===== src/rtl/heater_pkg.sv =====
// heater_pkg: shared types, default sizing and popcount for the heater sequencer.
package heater_pkg;
    typedef enum logic {IDLE, DWELL} seq_state_t;
    localparam int HEATER_N = 16;
    localparam int HEATER_MAX_ON = 8;
    localparam int HEATER_STEP_CYCLES = 3000;
    function automatic logic [6:0] popcount(input logic [63:0] v);
        popcount = '0;
        for (int i = 0; i < 64; i++) popcount += 7'(v[i]);
    endfunction
endpackage


===== src/rtl/heater_lsb_pick.sv =====
// heater_lsb_pick: combinational one-hot select of the lowest set request bit.
module heater_lsb_pick #(
    parameter int N = 16
) (
    input  logic [N-1:0] req,
    output logic [N-1:0] gnt
);
    assign gnt = req & (~req + N'(1));
endmodule


===== src/rtl/heater_sequencer.sv =====
// heater_sequencer: staggered soft-start of N heater channels capped at MAX_ON, with error capture.
// Define HEATER_SEQ_SHED_EN to drop and hold off channels whose sticky error is set.
module heater_sequencer
    import heater_pkg::*;
#(
    parameter int N = HEATER_N,
    parameter int MAX_ON = HEATER_MAX_ON,
    parameter int STEP_CYCLES = HEATER_STEP_CYCLES,
    parameter int CNT_W = 16,
    localparam int AW = $clog2(N + 1)
) (
    input  logic             clk,
    input  logic             rst,
    input  logic [N-1:0]     enable_req,
    input  logic [N-1:0]     heater_error,
    input  logic [N-1:0]     err_clear,
    output logic [N-1:0]     heater_enable,
    output logic [N-1:0]     err_sticky,
    output logic [AW-1:0]    active_count,
    output logic             ramping,
    output logic [CNT_W-1:0] err_total
);
    localparam int TW = (STEP_CYCLES > 1) ? $clog2(STEP_CYCLES) : 1;
    localparam logic [CNT_W-1:0] ERR_MAX = {CNT_W{1'b1}};
    seq_state_t state;
    logic [TW-1:0] cnt;
    logic [N-1:0] heater_error_d, blocked, pending, pick, grant, en_next, rise;
    logic [CNT_W+6:0] err_sum;
    logic room, slot;
`ifdef HEATER_SEQ_SHED_EN
    assign blocked = err_sticky;
`else
    assign blocked = '0;
`endif
    assign pending = enable_req & ~heater_enable & ~blocked;
    assign room = active_count < AW'(MAX_ON);
    assign slot = (state == IDLE) || (cnt == '0);
    heater_lsb_pick #(.N(N)) u_pick (.req(pending), .gnt(pick));
    // room uses the pre-drop count so a drop never lets two channels in at once
    assign grant = (slot && room) ? pick : '0;
    assign en_next = (heater_enable & enable_req & ~blocked) | grant;
    assign rise = heater_error & ~heater_error_d & heater_enable;
    assign err_sum = (CNT_W+7)'(err_total) + (CNT_W+7)'(popcount(64'(rise)));
    always_ff @(posedge clk or posedge rst) begin
        if (rst) begin
            state <= IDLE;
            cnt <= '0;
            heater_enable <= '0;
            heater_error_d <= '0;
            err_sticky <= '0;
            active_count <= '0;
            ramping <= 1'b0;
            err_total <= '0;
        end else begin
            heater_enable <= en_next;
            active_count <= AW'(popcount(64'(en_next)));
            ramping <= |(enable_req & ~heater_enable);
            heater_error_d <= heater_error;
            err_sticky <= (err_sticky & ~err_clear) | (heater_error & heater_enable);
            err_total <= (err_sum > (CNT_W+7)'(ERR_MAX)) ? ERR_MAX : err_sum[CNT_W-1:0];
            if (|grant) begin
                cnt <= TW'(STEP_CYCLES - 1);
                state <= (STEP_CYCLES == 1) ? IDLE : DWELL;
            end else if (state == DWELL) begin
                if (cnt != '0) cnt <= cnt - TW'(1);
                else state <= IDLE;
            end
        end
    end
endmodule


===== config.mk =====
export PLATFORM = sky130hd
export DESIGN_NAME = heater_sequencer
export DESIGN_NICKNAME = d
export VERILOG_FILES = /design/src/rtl/heater_pkg.sv /design/src/rtl/heater_lsb_pick.sv /design/src/rtl/heater_sequencer.sv
export SDC_FILE = /design/constraint.sdc
export NUM_CORES = 1
export LEC_CHECK = 0
export ABC_AREA = 1
export BUFFER_PORTS_ARGS = -buffer_cell sky130_fd_sc_hd__clkbuf_2
export CAP_MARGIN = 20
export CORE_ASPECT_RATIO = 1.75
export CORE_MARGIN = 3
export CORE_UTILIZATION = 45
export DETAILED_ROUTE_END_ITERATION = 10
export PLACE_DENSITY_LB_ADDON = 0.2
export SLEW_MARGIN = 20
export SYNTH_ARGS = -nofsm -noshare
export SYNTH_HDL_FRONTEND = slang
export SYNTH_SLANG_ARGS = --single-unit

===== constraint.sdc =====
create_clock -name clk -period 5.8 [get_ports clk]
set_input_delay 0 -clock clk [delete_from_list [all_inputs] [get_ports clk]]
set_output_delay 0 -clock clk [all_outputs]
set_load 0.02 [all_outputs]

==> flow_summary.json <==
{
  "run_status": "finished, final reports clean",
  "die_width_um": 83.1,
  "ctsHoldBuffers": 40,
  "maxSlewViolCount": 0,
  "critPathRequiredTime_ns": 6.02,
  "tns_ns": 0,
  "min_to": "heater_enable[12]",
  "vias": 4019,
  "reg2reg_from": "heater_enable[0]",
  "clock-sinks": 83,
  "initial_core_util": 0.467,
  "fp.dieH_um": 141,
  "port_buffers": 103,
  "ctsHtreeMaxLevel": 3,
  "nets": 773,
  "core_area_um2": 10000,
  "synth_cell_type_count": 34,
  "drt_iter0_markers": 221,
  "firstDrtPassIters": 4,
  "final_hold_viol_count": 0,
  "place_congestion": 0.969,
  "viasPerCell": 4.92,
  "post_cts_buffers": 0,
  "synth.ff_latch_count": 83,
  "gr-total-overflow": 0,
  "worst_ep_arrival_time_ns": 5.09,
  "drtAntennaViolNets": 0,
  "diodes": 0,
  "ioPinCount": 104,
  "end_kind": "flop",
  "syn_area_per_cell_um2": 8.78,
  "maxCapViolations": 0,
  "cts_tree": "built",
  "grt_pass1_vias": 4340,
  "grt_pass1_wl_um": 20500,
  "power_frac_seq": 0.442,
  "grtUsageMet1": 0.228,
  "min_path_cells": 3,
  "period_needed_ns": 4.87,
  "syn_inst": 533,
  "clkPwrFrac": 0.418,
  "busiest_layer": "met2",
  "seq_area_um2": 2080,
  "rsz0062_at_grt": "false",
  "start_kind": "flop",
  "critPathMaxFanout": 7,
  "r2r_cells": 18,
  "dp_hpwl_um": 9530,
  "crit_type": "reg -> reg",
  "fin_util": 0.604,
  "combPwrFrac": 0.141,
  "ys_warn_count": 0,
  "drc": 0,
  "sw_frac_of_total": 0.262,
  "die_area_um2": 11700,
  "hp-class": "in -> reg",
  "power.leakage_nw": 3.25,
  "met2_usage": 0.431,
  "clock_latency_ns": 0.34,
  "fin_skew_ns": 0.00853,
  "setup_viol": 0,
  "grtUsageTotal": 0.222,
  "slew_headroom": 0.365,
  "multi_input_area_um2": 2140,
  "syn_nets": 619,
  "rr_endpoint": "err_total[12]",
  "cts_buffer_depth": 2,
  "syn-cell-area_um2": 4680,
  "area_delta_synth_final_pct": 29.4,
  "antenna_found_initial": 0,
  "cts_root_buffer": "clkbuf_16",
  "hp-start": "enable_req[12]",
  "reg2reg_slack_ns": 0.93,
  "period_share": 0.839,
  "tightest_slew_ns": 0.949,
  "fp-row-count": 48,
  "grt_use_met3": 0.0409,
  "max-vdd-ir-drop_mv": 0.147,
  "grt_max_degree": 84,
  "p_int_w": 0.00102,
  "power_density_nw_per_um2": 229,
  "cts.clk_slew.worst_paths_ns": 0.06,
  "wl_per_cell_um": 15.0,
  "drive_above_1_share": 0.210,
  "wl_um": 12200,
  "p_sw_w": 0.000363,
  "yosysSeqAreaShare": 0.444,
  "cts_made_buffers": 9,
  "nFillCells": 876,
  "fmax_mhz": 205,
  "post_cts_resize_count": 0
}
-- layer usage --
metal,share of wire,wire [µm]
met1,0.35,4320
met2,0.57,7020
met3,0.045,550
met4,0.028,340
met5,0,0
-- flip-flops by register name, summed over array words and instances, names as in the netlist --
register        count
err_sticky         16
err_total          16
heater_enable      16
heater_error_d     16
cnt                12
active_count        5
ramping             1
state               1
-- cells by family (layout without fill, tap and decap cells) --
logic type               after synthesis  in the layout  share of synthesized area
AND/OR/NAND/NOR                      222            222                      0.214
buffers and inverters                120            279                     0.0994
flip-flops                            83             83                      0.444
AO/OA/AOI/OAI                         49             49                     0.0682
adder cells (fa/ha/maj)               36             36                      0.132
XOR/XNOR                              23             23                     0.0430
-- worst max path at each step --
stage,startpoint,to,slack [ns],cells past startpoint
after floorplan,heater_enable[0],err_total[8],1.36,18
after global placement,heater_enable[0],err_total[9],0.89,18
after detailed placement,heater_enable[0],err_total[12],0.83,18
after CTS,heater_enable[0],err_total[12],0.82,18
after global routing,heater_enable[2],err_total[12],0.59,18
final,heater_enable[0],err_total[12],0.93,18
-- power by group through the flow --
stage	Combinational, W	Sequential [W]	Clock [W]
after CTS	0.000198	0.000613	0.000588
after detailed placement	0.000176	0.000624	0
final	0.000195	0.000613	0.000580
after global routing	0.000224	0.000616	0.000614
after global placement	0.000170	0.000624	0
after floorplan	0.0000927	0.000639	0
-- cells in the final DEF, fill, tap and decap left out, drive strengths merged, types with 13 or more instances in the layout --
cell / netlist / routed
inv: 118 / 117
nor2: 67 / 67
xor2: 17 / 17
o21ai: 17 / 17
nand3: 25 / 25
dlygate4sd3: 0 / 41
ha: 14 / 14
clkbuf: 0 / 113
o22ai: 15 / 15
nor3: 13 / 13
nand2: 102 / 102
fa: 22 / 22
dfrtp: 83 / 83
-- per-stage QoR --
stage,total power (W),cell area (µm²),setup slack [ns],std cells,hold WS (ns)
after floorplan,0.000732,4680,1.36,533,0.0314
after global placement,0.000794,5340,0.891,760,0.125
after detailed placement,0.000800,5340,0.830,760,0.125
after CTS,0.00140,6040,0.825,816,0.00166
after global routing,0.00145,6060,0.589,817,0.0177
final,0.00139,6060,0.933,817,0.00367
-- cells in the mapped netlist --
master	instances	share of area
a21boi_2	2	0.0048
a21boi_4	1	0.0040
a21oi_1	6	0.0064
a21oi_2	1	0.0019
a22o_1	4	0.0075
a32o_1	1	0.0021
and3_1	1	0.0013
buf_6	2	0.0048
dfrtp_1	83	0.44
fa_1	22	0.094
ha_1	14	0.037
inv_1	117	0.094
inv_2	1	0.00080
nand2_1	96	0.077
nand2_2	4	0.0053
nand2_4	2	0.0048
nand3_1	20	0.021
nand3_2	5	0.011
nand3b_1	3	0.0048
nand4_1	7	0.0094
nor2_1	60	0.048
nor2_2	5	0.0067
nor2_4	2	0.0048
nor3_1	13	0.014
nor3b_1	1	0.0016
nor4_1	1	0.0013
o211ai_1	1	0.0016
o21ai_0	17	0.018
o21bai_1	1	0.0016
o22ai_1	15	0.020
or2_2	1	0.0013
or4_1	1	0.0016
xnor2_1	6	0.011
xor2_1	17	0.032
-- worst max-delay path: stages, from the launching register on --
cell and delay [ns]:
dfrtp_1 0.36, inv_1 0.08, nor3_1 0.44, fa_1 0.50, inv_1 0.10, fa_1 0.42, fa_1 0.54, inv_1 0.07
fa_1 0.52, fa_1 0.49, fa_1 0.43, nand3_1 0.10, nand3_1 0.11, nand2_1 0.09, a21boi_2 0.09, nand2_1 0.11
nor2_1 0.08, nand3_2 0.13, nand2_1 0.09
-- final cells by class --
cell class / count / area share
tap: 125 / 0.0258
multi-input combinational: 330 / 0.353
clock inverter: 6 / 0.0107
timing repair buffer: 145 / 0.155
sequential: 83 / 0.343
clock buffer: 10 / 0.0395
inverter: 118 / 0.0733
Power figures use the tool's default switching activity.
